### config.mk
export PLATFORM = sky130hd
export DESIGN_NAME = regfile_access_port_flat
export DESIGN_NICKNAME = d
export VERILOG_FILES = /design/src/rtl/regfile_access_port_if.sv /design/src/rtl/regfile_access_port.sv /design/src/flat_wrapper.sv
export SDC_FILE = /design/constraint.sdc
export NUM_CORES = 1
export LEC_CHECK = 0
export BUFFER_PORTS_ARGS = -buffer_cell sky130_fd_sc_hd__buf_2
export CELL_PAD_IN_SITES_DETAIL_PLACEMENT = 2
export CELL_PAD_IN_SITES_GLOBAL_PLACEMENT = 2
export CORE_MARGIN = 2
export CORE_UTILIZATION = 30
export DETAILED_ROUTE_END_ITERATION = 6
export PLACE_DENSITY_LB_ADDON = 0.1
export SYNTH_ARGS = -nofsm -noshare
export SYNTH_HDL_FRONTEND = slang
export SYNTH_SLANG_ARGS = --single-unit
### constraint.sdc
create_clock -name clk -period 1.95 [get_ports clk]
set_input_delay 0 -clock clk [delete_from_list [all_inputs] [get_ports clk]]
set_output_delay 0 -clock clk [all_outputs]
set_load 0.05 [all_outputs]
### src/rtl/regfile_access_port_if.sv
// Command/response bus between a requester and regfile_access_port.
// master = requester side, slave = access-port side.
interface regfile_access_port_if;
    logic        req_valid;
    logic        req_ready;
    logic        req_write;
    logic        req_dump;
    logic [4:0]  req_addr;
    logic [31:0] req_wdata;
    logic        rsp_valid;
    logic        rsp_ready;
    logic [4:0]  rsp_addr;
    logic [31:0] rsp_data;
    logic        rsp_last;

    modport master (
        output req_valid, req_write, req_dump, req_addr, req_wdata, rsp_ready,
        input  req_ready, rsp_valid, rsp_addr, rsp_data, rsp_last
    );

    modport slave (
        input  req_valid, req_write, req_dump, req_addr, req_wdata, rsp_ready,
        output req_ready, rsp_valid, rsp_addr, rsp_data, rsp_last
    );
endinterface

### src/rtl/regfile_access_port.sv
// Single-port command front end for a 32x32 register file: write-then-verify
// writes, single reads and a full 32-register dump streamed as response beats.
module regfile_access_port (
    input  logic                        clk,
    input  logic                        rst_n,
    regfile_access_port_if.slave        bus,
    output logic [4:0]                  rf_rd_address,
    input  logic [31:0]                 rf_data,
    output logic                        rf_wr_enable,
    output logic [4:0]                  rf_wr_address,
    output logic [31:0]                 rf_wr_data
);

    typedef enum logic [1:0] {
        S_IDLE  = 2'd0,
        S_WRITE = 2'd1,
        S_READ  = 2'd2,
        S_RESP  = 2'd3
    } state_t;

    state_t      r_state;
    state_t      w_next_state;
    logic        w_accept;
    logic        w_rsp_fire;

    logic        r_dump;
    logic [4:0]  r_idx;
    logic        r_wr_en;
    logic [4:0]  r_wr_addr;
    logic [31:0] r_wr_data;
    logic        r_rsp_valid;
    logic [4:0]  r_rsp_addr;
    logic [31:0] r_rsp_data;
    logic        r_rsp_last;

    // Next-state decode and handshake qualification.
    always_comb begin
        w_next_state = r_state;
        w_accept     = 1'b0;
        w_rsp_fire   = 1'b0;
        case (r_state)
            S_IDLE: begin
                if (bus.req_valid) begin
                    w_accept     = 1'b1;
                    w_next_state = (bus.req_write && !bus.req_dump) ? S_WRITE : S_READ;
                end else begin
                    w_next_state = S_IDLE;
                end
            end
            S_WRITE: w_next_state = S_READ;
            S_READ:  w_next_state = S_RESP;
            S_RESP: begin
                if (bus.rsp_ready) begin
                    w_rsp_fire   = 1'b1;
                    w_next_state = r_rsp_last ? S_IDLE : S_READ;
                end else begin
                    w_next_state = S_RESP;
                end
            end
            default: w_next_state = S_IDLE;
        endcase
    end

    // State register.
    always_ff @(posedge clk or negedge rst_n) begin
        if (!rst_n) begin
            r_state <= S_IDLE;
        end else begin
            r_state <= w_next_state;
        end
    end

    // Command latch and read index; the index doubles as the dump counter and
    // saturates at 31 because the last beat never increments it.
    always_ff @(posedge clk or negedge rst_n) begin
        if (!rst_n) begin
            r_dump <= 1'b0;
            r_idx  <= 5'd0;
        end else if (w_accept) begin
            r_dump <= bus.req_dump;
            r_idx  <= bus.req_dump ? 5'd0 : bus.req_addr;
        end else if (w_rsp_fire && !r_rsp_last) begin
            r_idx  <= r_idx + 5'd1;
        end
    end

    // Write port: one-cycle enable, address/data hold their last latched value.
    always_ff @(posedge clk or negedge rst_n) begin
        if (!rst_n) begin
            r_wr_en   <= 1'b0;
            r_wr_addr <= 5'd0;
            r_wr_data <= 32'd0;
        end else begin
            r_wr_en <= 1'b0;
            if (w_accept && bus.req_write && !bus.req_dump) begin
                r_wr_en   <= 1'b1;
                r_wr_addr <= bus.req_addr;
                r_wr_data <= bus.req_wdata;
            end
        end
    end

    // Response beat: captured at the end of READ, held until consumed.
    always_ff @(posedge clk or negedge rst_n) begin
        if (!rst_n) begin
            r_rsp_valid <= 1'b0;
            r_rsp_addr  <= 5'd0;
            r_rsp_data  <= 32'd0;
            r_rsp_last  <= 1'b0;
        end else if (r_state == S_READ) begin
            r_rsp_valid <= 1'b1;
            r_rsp_addr  <= r_idx;
            r_rsp_data  <= rf_data;
            r_rsp_last  <= !r_dump || (r_idx == 5'd31);
        end else if (w_rsp_fire) begin
            r_rsp_valid <= 1'b0;
        end
    end

    assign bus.req_ready  = (r_state == S_IDLE);
    assign bus.rsp_valid  = r_rsp_valid;
    assign bus.rsp_addr   = r_rsp_addr;
    assign bus.rsp_data   = r_rsp_data;
    assign bus.rsp_last   = r_rsp_last;
    assign rf_rd_address  = r_idx;
    assign rf_wr_enable   = r_wr_en;
    assign rf_wr_address  = r_wr_addr;
    assign rf_wr_data     = r_wr_data;

endmodule
### src/flat_wrapper.sv
// flat-port wrapper written by rule: the top's interface ports become plain ports
module regfile_access_port_flat 
  (clk, rst_n, rf_rd_address, rf_data, rf_wr_enable, rf_wr_address, rf_wr_data, bus_req_valid, bus_req_write, bus_req_dump, bus_req_addr, bus_req_wdata, bus_rsp_ready, bus_req_ready, bus_rsp_valid, bus_rsp_addr, bus_rsp_data, bus_rsp_last);
  regfile_access_port_if bus_i ();
  input  logic clk;
  input  logic rst_n;
  output logic [4:0] rf_rd_address;
  input  logic [31:0] rf_data;
  output logic rf_wr_enable;
  output logic [4:0] rf_wr_address;
  output logic [31:0] rf_wr_data;
  input wire logic [$bits(bus_i.req_valid)-1:0] bus_req_valid;
  input wire logic [$bits(bus_i.req_write)-1:0] bus_req_write;
  input wire logic [$bits(bus_i.req_dump)-1:0] bus_req_dump;
  input wire logic [$bits(bus_i.req_addr)-1:0] bus_req_addr;
  input wire logic [$bits(bus_i.req_wdata)-1:0] bus_req_wdata;
  input wire logic [$bits(bus_i.rsp_ready)-1:0] bus_rsp_ready;
  output wire logic [$bits(bus_i.req_ready)-1:0] bus_req_ready;
  output wire logic [$bits(bus_i.rsp_valid)-1:0] bus_rsp_valid;
  output wire logic [$bits(bus_i.rsp_addr)-1:0] bus_rsp_addr;
  output wire logic [$bits(bus_i.rsp_data)-1:0] bus_rsp_data;
  output wire logic [$bits(bus_i.rsp_last)-1:0] bus_rsp_last;
  assign bus_i.req_valid = bus_req_valid;
  assign bus_i.req_write = bus_req_write;
  assign bus_i.req_dump = bus_req_dump;
  assign bus_i.req_addr = bus_req_addr;
  assign bus_i.req_wdata = bus_req_wdata;
  assign bus_i.rsp_ready = bus_rsp_ready;
  assign bus_req_ready = bus_i.req_ready;
  assign bus_rsp_valid = bus_i.rsp_valid;
  assign bus_rsp_addr = bus_i.rsp_addr;
  assign bus_rsp_data = bus_i.rsp_data;
  assign bus_rsp_last = bus_i.rsp_last;
  regfile_access_port u_core (.clk(clk), .rst_n(rst_n), .bus(bus_i), .rf_rd_address(rf_rd_address), .rf_data(rf_data), .rf_wr_enable(rf_wr_enable), .rf_wr_address(rf_wr_address), .rf_wr_data(rf_wr_data));
endmodule
# [After elaboration in Yosys (flattened, before gate mapping)]
# Index checks and enable logic that the tools add are counted.
[totals] inputBits=75 word_cells=41 register_bits=85 output_inout_bits=83
[op_classes] n_mux=15 addsub=1 reduce_logical=11 n_eq_ne=4
[op_table] op="$mux W5" n=3
[op_table] op="$mux W2" n=4
[op_table] op="$pmux W2 S4" n=1
[op_table] op="$mux W1" n=7
[op_table] op="$add A5 B1 Y5 const B" n=1
[op_table] op="$eq A5 B5 Y1 const B" n=1
[op_table] op="$eq A2 B2 Y1 const B" n=2
[op_table] op="$logic_and A1 B1 Y1" n=4
[op_table] op="$reduce_bool A2 Y1" n=2
[op_table] op="$logic_not A1 Y1" n=3
[op_table] op="$eq A2 B1 Y1 const B" n=1
[op_table] op="$logic_not A2 Y1" n=1
[op_table] op="$logic_or A1 B1 Y1" n=1

# [Logic depth before layout (Yosys ltp)]
# Gate-level depths: netlist (run 1).
[depth] ltp_word=5 mapped_depth=6 ltp_nobuf=5

# [Worst setup path after synthesis (run 1)]
# Ideal clock, no wire load.
[synth_timing] path_type="register to register" from="register u_core.r_idx[0] (netlist: u_core.rf_rd_address[0])" to="register u_core.r_idx[4] (netlist: u_core.rf_rd_address[4])" path_stages_with_launch=6 path_buffers=0 required_time_ps=1811 path_slack_ps=324 t_arrival_ps=1487 synth_period_minus_slack_ps=1626 setup_time_ps=139 path_cell_list="dfrtp_1 -> ha_1 -> and3_1 -> ha_1 -> mux2i_1 -> o21ai_0"
[synth_via] elab_chain_cells=3
[synth_lines] element="from (decl)" line_no="regfile_access_port.sv:27" text="logic [4:0] r_idx;"
[synth_lines] element="from (signal assigned)" line_no="regfile_access_port.sv:81" text="r_idx <= bus.req_dump ? 5'd0 : bus.req_addr;"
[synth_lines] element="from (signal assigned)" line_no="regfile_access_port.sv:83" text="r_idx <= r_idx + 5'd1;"
[synth_lines] element="$add A5 B1 Y5" line_no="regfile_access_port.sv:83"
[synth_lines] element="$mux W5" line_no="regfile_access_port.sv:82" text="end else if (w_rsp_fire && !r_rsp_last) begin"
[synth_lines] element="$mux W5" line_no="regfile_access_port.sv:79" text="end else if (w_accept) begin"
# Every way passes these cells. The select of a mux whose other input is x is not followed.
# A chain may end at the register's enable or synchronous reset.

# [Final worst setup path (run 1)]
[layout_timing] from="register u_core.r_state[1]" to="register u_core.r_wr_data[2] (netlist: u_core.rf_wr_data[2])"
[layout_via] elab_chain_cells=4
[layout_lines] element="from (decl)" line_no="regfile_access_port.sv:21" text="state_t r_state;"
[layout_lines] element="from (signal assigned)" line_no="regfile_access_port.sv:69" text="r_state <= w_next_state;"
[layout_lines] element="$logic_not A2 Y1" line_no="regfile_access_port.sv:41" text="case (r_state)"
[layout_lines] element="$mux W1" line_no="regfile_access_port.sv:41"
[layout_lines] element="$logic_and A1 B1 Y1 (2 in a row)" line_no="regfile_access_port.sv:95" text="if (w_accept && bus.req_write && !bus.req_dump) begin"
[layout_lines] element="to (signal assigned)" line_no="regfile_access_port.sv:98" text="r_wr_data <= bus.req_wdata;"
[layout_lines] element="to (decl)" line_no="regfile_access_port.sv:30" text="logic [31:0] r_wr_data;"
# Every way passes these cells.

==> reports/metrics.cfg, run 1 <==
[sta]
timing.slew.headroom_pct = 64.6
fmax_mhz = 572
grt_setup_unrepaired = false
setup_total_negative_slack_ps = 0
finalCriticalPeriod_ps = 1750
setup_violations = 0
tightest_slew_ps = 531
fraction_of_the_cycle_the_final_worst_path_needs_pct = 89.6
finalHoldViolations = 0
final.setup_skew_ps = 8.24
slew_violations = 0

[placement]
postPlaceCellArea_um2 = 4390
placed_cells = 506
globalplace.congestion = 0.688
count_of_input_and_output_buffers = 157
hpwl_um = 6660

[grt]
grt_first_pass_wirelength_um = 17500
grt_pass1_vias = 3129
grt_start_max_net_pins = 48
grt_antenna_before_repair = 0
global_route.usage.total_pct = 18.0
globalRoute.totalOverflow = 0

[clock_tree]
clock_path_buffers = 2
cts_tree = built
cts_setup_buffers = 0
cts.htree.levels = 3
worst_setup_hold_path_clk_slew_ps = 60
numClockSinks = 85
post_cts_resize_count = 0
cts_root_buffer = sky130_fd_sc_hd__clkbuf_16
clk_latency_ps = 340
clock_buffer_count_from_cts = 9

[yosys]
synthesized_area_um2 = 3460
synthesis.yosys.warnings = 0
synthesis.area_per_instance_um2 = 16.3
post_synth_num_cell_types = 29
synth-seq-area-share_pct = 61.4
syn-num-nets = 289
synthesis.instances = 212
synth-seq-cells = 85

[drt]
detail_route.vias_per_cell = 4.48
number_of_iterations_in_the_first_detailed_routing_pass = 4
drc = 0
routed_wirelength_um = 10500
detail-route-antenna-nets = 0
routedWlPerCell_um = 17.7
drt_iter0_markers = 76
vias = 2662

[floorplanning]
dieArea_um2 = 12400
fp.dieH_um = 111
start_util_pct = 30.6
floorplan.die.width_um = 111
top_level_ports = 158
floorplan.rows = 39
fp.coreArea_um2 = 11300

[setup_path]
timing.critical_path.arrival_ps = 1960
cp_data_required_time_ps = 2170
startpoint_type = register
r2r_setup_slack_ps = 200
cpLargestDelayFamily = flip-flops
path_class = register to register
timing.rr.start = u_core.r_state[1]
timing.critical_path.slowest_stage_cell = sky130_fd_sc_hd__dfrtp_1
crit_path_end_kind = register
timing.critical_path.fanout_max = 34
cell_breakdown_of_the_critical_path = nor3b_4 -> nand2_4 -> clkinv_4 -> mux2_2
slowest_delay_ps = 470
rr_worst_depth = 4
r2r_end = u_core.rf_wr_data[2]
timing.critical_path.buf_inv = 1

[outcome]
run_status = finished clean

[worst_hold_path]
worst_hold_startpoint = bus_req_write
worstHoldPathCells = 3
min_path_type = input pin to register
min_delay_worst_endpoint = u_core.r_state[1]

[pwr]
power_density_nw_per_um2 = 1940
report.power.total_mw = 10.5
leakage_nw = 2.71
largest_vdd_supply_drop_uv = 682

[cells_and_area]
finish.instance_area_um2 = 5420
antennaDiodeCount = 0
layout.core_utilization_pct = 47.9
layout_overhead_on_the_synthesized_area_pct = 56.5
post_route_cells_drive_above_1_share_pct = 56.8
design.final.nets = 523
instances_no_fill = 594

[job]
max_cap_viol_count = 0

metrics by stage:
stage | setup slack, ps | hold slack, ps
final | 202 | 133
after global routing | 103 | 150
after CTS | 204 | 129
after detailed placement | 208 | 17.9
after global placement | 246 | 11.7
after floorplan | 324 | -296
worst min-delay path: cells and delay by family:
family                 cells  cell delay [ps]
AOI/OAI and AO/OA          1              160
and+or+nand+nor            1              150
buffers and inverters      1              100
what timing repair did:
action	CTS	global route
setup endpoints to repair	0	0
hold endpoints to repair	113	0
hold buffers	72	0
metal layers:
| layer | vias to the layer above | wire (µm) | track usage (%) |
|---|---|---|---|
| li1 | 1212 | - | - |
| met3 | 8 | 503 | 3.86 |
| met2 | 87 | 5700 | 32.0 |
| met5 | - | 0 | 0 |
| met1 | 1355 | 4190 | 21.7 |
| met4 | 0 | 134 | 5.93 |
final cells by class:
| class | instances | area (µm²) |
|---|---|---|
| Inverter | 4 | 20.0 |
| Fill cell | 1110 | 5900 |
| Tap cell | 143 | 179 |
| Timing Repair Buffer | 232 | 1560 |
| Clock inverter | 4 | 45.0 |
| Sequential cell | 85 | 2130 |
| Clock buffer | 12 | 267 |
| Multi-Input combinational cell | 114 | 1220 |
sequential cells by signal (all words and copies together) (netlist names):
signal and flops:
u_core.bus.rsp_data 32, u_core.rf_wr_address 5, u_core.bus.rsp_valid 1, u_core.rf_wr_data 32
u_core.rf_wr_enable 1, u_core.bus.rsp_addr 5, u_core.rf_rd_address 5, u_core.r_state 2
u_core.bus.rsp_last 1, u_core.r_dump 1
cells in the mapped netlist:
| cell type | count | share of area [%] |
|---|---|---|
| sky130_fd_sc_hd__ha_1 | 2 | 0.72 |
| sky130_fd_sc_hd__dfrtp_1 | 85 | 61 |
| sky130_fd_sc_hd__and3_1 | 1 | 0.18 |
| sky130_fd_sc_hd__nor2b_1 | 2 | 0.36 |
| sky130_fd_sc_hd__nand3b_1 | 4 | 0.87 |
| sky130_fd_sc_hd__nand3_1 | 2 | 0.29 |
| sky130_fd_sc_hd__nor2_1 | 3 | 0.33 |
| sky130_fd_sc_hd__o22ai_1 | 1 | 0.18 |
| sky130_fd_sc_hd__mux2_2 | 46 | 15 |
| sky130_fd_sc_hd__buf_2 | 4 | 0.58 |
| sky130_fd_sc_hd__nor3b_4 | 1 | 0.54 |
| sky130_fd_sc_hd__nand2_1 | 6 | 0.65 |
| sky130_fd_sc_hd__buf_6 | 1 | 0.33 |
| sky130_fd_sc_hd__nand2_4 | 1 | 0.33 |
| sky130_fd_sc_hd__or3b_2 | 1 | 0.25 |
| sky130_fd_sc_hd__a21o_1 | 2 | 0.43 |
| sky130_fd_sc_hd__inv_1 | 3 | 0.33 |
| sky130_fd_sc_hd__mux2_4 | 28 | 12 |
| sky130_fd_sc_hd__xor2_1 | 1 | 0.25 |
| sky130_fd_sc_hd__o211ai_1 | 1 | 0.22 |
| sky130_fd_sc_hd__nand4b_2 | 1 | 0.43 |
| sky130_fd_sc_hd__a21oi_1 | 1 | 0.14 |
| sky130_fd_sc_hd__a31oi_1 | 2 | 0.36 |
| sky130_fd_sc_hd__buf_12 | 3 | 1.7 |
| sky130_fd_sc_hd__clkinv_4 | 1 | 0.25 |
| sky130_fd_sc_hd__o21ai_0 | 4 | 0.58 |
| sky130_fd_sc_hd__buf_4 | 1 | 0.22 |
| sky130_fd_sc_hd__mux2i_1 | 2 | 0.58 |
| sky130_fd_sc_hd__or3_1 | 2 | 0.36 |
worst max-delay path by stage:
stage,from,to,slack (ps),cells past startpoint
after detailed placement,u_core.r_state[0],u_core.rf_wr_data[0],210,4
after floorplan,u_core.rf_rd_address[0],u_core.rf_rd_address[4],320,5
after global routing,u_core.r_state[0],u_core.rf_wr_data[2],100,4
after global placement,u_core.r_state[0],u_core.rf_wr_data[2],250,4
final,u_core.r_state[1],u_core.rf_wr_data[2],200,4
after CTS,u_core.r_state[1],u_core.rf_wr_data[31],200,4
kinds of logic after synthesis:
kind of cell | share of synthesized area (%)
xor+xnor | 0.253
buf+inv | 3.43
flops | 61.4
compound gates | 1.91
fa+ha+maj | 0.722
simple gates | 4.59
mux | 27.7
report_power, final:
| part | total, mW | internal, mW | switching, mW |
|---|---|---|---|
| Sequential | 3.14 | 2.60 | 0.530 |
| Combinational | 5.62 | 1.73 | 3.90 |
| Clock | 1.77 | 1.09 | 0.683 |
cells in the final DEF (no fill, tap or decap):
cell type                       count
sky130_fd_sc_hd__a21o_1             2
sky130_fd_sc_hd__a21oi_1            1
sky130_fd_sc_hd__a31oi_1            2
sky130_fd_sc_hd__and3_1             1
sky130_fd_sc_hd__buf_12             2
sky130_fd_sc_hd__buf_2            156
sky130_fd_sc_hd__buf_4              2
sky130_fd_sc_hd__bufinv_16          1
sky130_fd_sc_hd__clkbuf_16          9
sky130_fd_sc_hd__clkbuf_8           3
sky130_fd_sc_hd__clkinv_2           3
sky130_fd_sc_hd__clkinv_4           1
sky130_fd_sc_hd__dfrtp_1           85
sky130_fd_sc_hd__dlygate4sd3_1     72
sky130_fd_sc_hd__ha_1               2
sky130_fd_sc_hd__inv_1              3
sky130_fd_sc_hd__mux2_2            46
sky130_fd_sc_hd__mux2_4            28
sky130_fd_sc_hd__mux2i_1            2
sky130_fd_sc_hd__nand2_1            6
sky130_fd_sc_hd__nand2_4            1
sky130_fd_sc_hd__nand3_1            2
sky130_fd_sc_hd__nand3b_1           4
sky130_fd_sc_hd__nand4b_2           1
sky130_fd_sc_hd__nor2_1             3
sky130_fd_sc_hd__nor2b_1            1
sky130_fd_sc_hd__nor2b_4            1
sky130_fd_sc_hd__nor3b_4            1
sky130_fd_sc_hd__o211ai_1           1
sky130_fd_sc_hd__o21ai_0            4
sky130_fd_sc_hd__o22ai_1            1
sky130_fd_sc_hd__or3_1              2
sky130_fd_sc_hd__or3b_2             1
sky130_fd_sc_hd__xor2_1             1
Power figures use the tool's default switching activity.
==> run 2, diff against run 1 <==
Settings changed: BUFFER_PORTS_ARGS -buffer_cell sky130_fd_sc_hd__buf_2 to default, CORE_UTILIZATION 30 to 32, DONT_BUFFER_PORTS from default to 1, RECOVER_POWER from default to 100, SLEW_MARGIN from default to 30.
==> run 2 against run 1 <==
The flow now finishes with violations (negative hold slack). Count of clock-buffer cells in the layout down 1. Routed wire length is 18% lower. Global-route usage shrank 2.7 points. Sequential cell count unchanged. Clock skew rose by 3.2 ps. Fmax decreased by 0.14%. Critical endpoint is now u_core.bus.rsp_data[10].
==> reports/metrics.cfg, run 2 (synthesis gave the netlist of run 1 again) <==
[outcome]
run_status = finished with violations  ; was finished clean
failed_checks = negative hold slack

[cells_and_area]
ff_latch_area_um2 = 2130  ; unchanged
final_cell_mix = sky130_fd_sc_hd__dfrtp_1, sky130_fd_sc_hd__dlygate4sd3_1, sky130_fd_sc_hd__mux2_2, sky130_fd_sc_hd__mux2_1, sky130_fd_sc_hd__clkbuf_8  ; was sky130_fd_sc_hd__buf_2, sky130_fd_sc_hd__dfrtp_1, sky130_fd_sc_hd__dlygate4sd3_1, sky130_fd_sc_hd__mux2_2, sky130_fd_sc_hd__mux2_4
design.final.nets = 370  ; was 523
layout_overhead_on_the_synthesized_area_pct = 26.5  ; was 56.5%
post_route_cells_drive_above_1_share_pct = 23.2  ; was 56.8%
multi_input_logic_area_um2 = 1110  ; was 1220 µm²
layout.cells.most_common = sky130_fd_sc_hd__dfrtp_1  ; was sky130_fd_sc_hd__buf_2
fillCellCount = 1034  ; was 1110
antennaDiodeCount = 0  ; unchanged

[placement]
globalplace.congestion = 0.709  ; was 0.688
count_of_input_and_output_buffers = 0  ; was 157
hpwl_um = 5620  ; was 6660 µm

[drt]
routedWlPerCell_um = 19.8  ; was 17.7 µm
drt_iter0_markers = 61  ; was 76
drc = 0  ; unchanged
detail_route.vias_per_cell = 4.71  ; was 4.48
number_of_iterations_in_the_first_detailed_routing_pass = 4  ; unchanged
detail-route-antenna-nets = 0  ; unchanged
routed_wirelength_um = 8600  ; was 10500 µm
vias = 2046  ; was 2662

[job]
max_cap_viol_count = 0  ; unchanged

[clock_tree]
cts_root_buffer = sky130_fd_sc_hd__clkbuf_8  ; was sky130_fd_sc_hd__clkbuf_16
clock_buffer_count_from_cts = 9  ; unchanged
clk_latency_ps = 360  ; was 340 ps
cts_tree = built  ; unchanged
worst_setup_hold_path_clk_slew_ps = 80  ; was 60 ps
post_cts_resize_count = 0  ; unchanged
count_of_hold_buffers_inserted_by_post_cts_repair = 71  ; was 72
clock_path_buffers = 2  ; unchanged
cts.htree.levels = 3  ; unchanged
numClockSinks = 85  ; unchanged

[sta]
slew_violations = 0  ; unchanged
setup_violations = 0  ; unchanged
finalHoldViolations = 85  ; was 0
timing.slew.headroom_pct = 49.7  ; was 64.6%
finalCriticalPeriod_ps = 1750  ; about the same
fraction_of_the_cycle_the_final_worst_path_needs_pct = 89.8  ; was 89.6%
setup_total_negative_slack_ps = 0  ; unchanged
timing.hold.ws_ps = -667  ; was 133 ps
final.setup_skew_ps = 11.4  ; was 8.24 ps
tightest_slew_ps = 755  ; was 531 ps
grt_setup_unrepaired = false  ; unchanged
fmax_mhz = 571  ; was 572 MHz

[setup_path]
cp_data_required_time_ps = 2180  ; was 2170 ps
timing.critical_path.buf_inv = 1  ; unchanged
crit_path_end_kind = register  ; unchanged
startpoint_type = register  ; unchanged
timing.rr.start = u_core.r_state[1]  ; unchanged
cell_breakdown_of_the_critical_path = nor2b_2 -> clkbuf_4 -> mux2_2  ; was nor3b_4 -> nand2_4 -> clkinv_4 -> mux2_2
critical_path.endpoint = u_core.bus.rsp_data[10]  ; was u_core.rf_wr_data[2]
timing.critical_path.slowest_stage_cell = sky130_fd_sc_hd__clkbuf_4  ; was sky130_fd_sc_hd__dfrtp_1
path_class = register to register  ; unchanged
r2r_setup_slack_ps = 200  ; about the same
slowest_delay_ps = 510  ; was 470 ps
cpLargestDelayFamily = buffers and inverters  ; was flip-flops
rr_worst_depth = 3  ; was 4
timing.critical_path.fanout_max = 40  ; was 34
cp-startpoint = u_core.r_state[1]  ; unchanged
r2r_end = u_core.bus.rsp_data[10]  ; was u_core.rf_wr_data[2]
timing.critical_path.arrival_ps = 1980  ; was 1960 ps
critical_path_depth = 3  ; was 4

[grt]
grt_first_pass_wirelength_um = 13600  ; was 17500 µm
globalRoute.totalOverflow = 0  ; unchanged
global_route.usage.total_pct = 15.3  ; was 18.0%
grt_pass1_vias = 2511  ; was 3129
grt_start_max_net_pins = 86  ; was 48
grt_antenna_before_repair = 0  ; unchanged

[worst_hold_path]
min_path_type = input pin to asynchronous set/reset pin  ; was input pin to register

[floorplanning]
floorplan.die.width_um = 108  ; was 111 µm
floorplan.rows = 37  ; was 39
start_util_pct = 33.2  ; was 30.6%
dieArea_um2 = 11700  ; was 12400 µm²
fp.coreArea_um2 = 10400  ; was 11300 µm²
fp.dieH_um = 108  ; was 111 µm
top_level_ports = 158  ; unchanged

run 2: final cells by class:
type                    count  area share, %
inverters                   4          0.457
multi-input cells         114           25.4
clock buffers              11           3.23
repair buffers             79           17.1
well taps                 136           3.88
flip-flops and latches     85           48.5
clock inverters             5           1.37
run 2: worst min path at each step:
stage / cells past startpoint / slack [ps] / end
global placement: 0 / -290 / u_core.bus.rsp_data[29]
detailed placement: 0 / -290 / u_core.bus.rsp_data[29]
floorplan: 0 / -300 / u_core.bus.rsp_addr[0]
global route: 0 / -700 / u_core.bus.rsp_data[29]
CTS: 0 / -690 / u_core.bus.rsp_data[29]
finish: 0 / -670 / u_core.bus.rsp_data[29]
run 2: worst register-to-register path: stages, from the launching register on:
cell and delay [ps]:
sky130_fd_sc_hd__dfrtp_1 500, sky130_fd_sc_hd__nor2b_2 190, sky130_fd_sc_hd__clkbuf_4 510, sky130_fd_sc_hd__mux2_2 430
run 2: timing repair:
action,in CTS,in global routing
setup buffers,0,0
setup endpoints to repair,0,0
endpoints found under the hold margin,163,85
run 2: metrics by stage:
step                      hold slack [ps]  utilization (%)  setup slack, ps  instances  area [µm²]
final                                -667             42.1              200        434        4380
after global routing                 -696             42.1             98.2        434        4380
after CTS                            -685             43.5              161        434        4530
after detailed placement             -294             34.7              177        347        3610
after global placement               -293             34.7              294        347        3610
after floorplan                      -296                -              324        212        3460
run 2: routing by layer:
| metal | share of wire [%] | wire length (µm) | global-route usage [%] |
|---|---|---|---|
| met5 | 0 | 0 | 0 |
| met4 | 1.3 | 109 | 4.40 |
| met3 | 9.3 | 801 | 6.57 |
| met2 | 52 | 4500 | 27.1 |
| met1 | 37 | 3180 | 16.7 |
Power of run 2 is left out: the tool's default activity adds up to more than one toggle a clock period on the data nets, which glitch-free logic cannot reach.
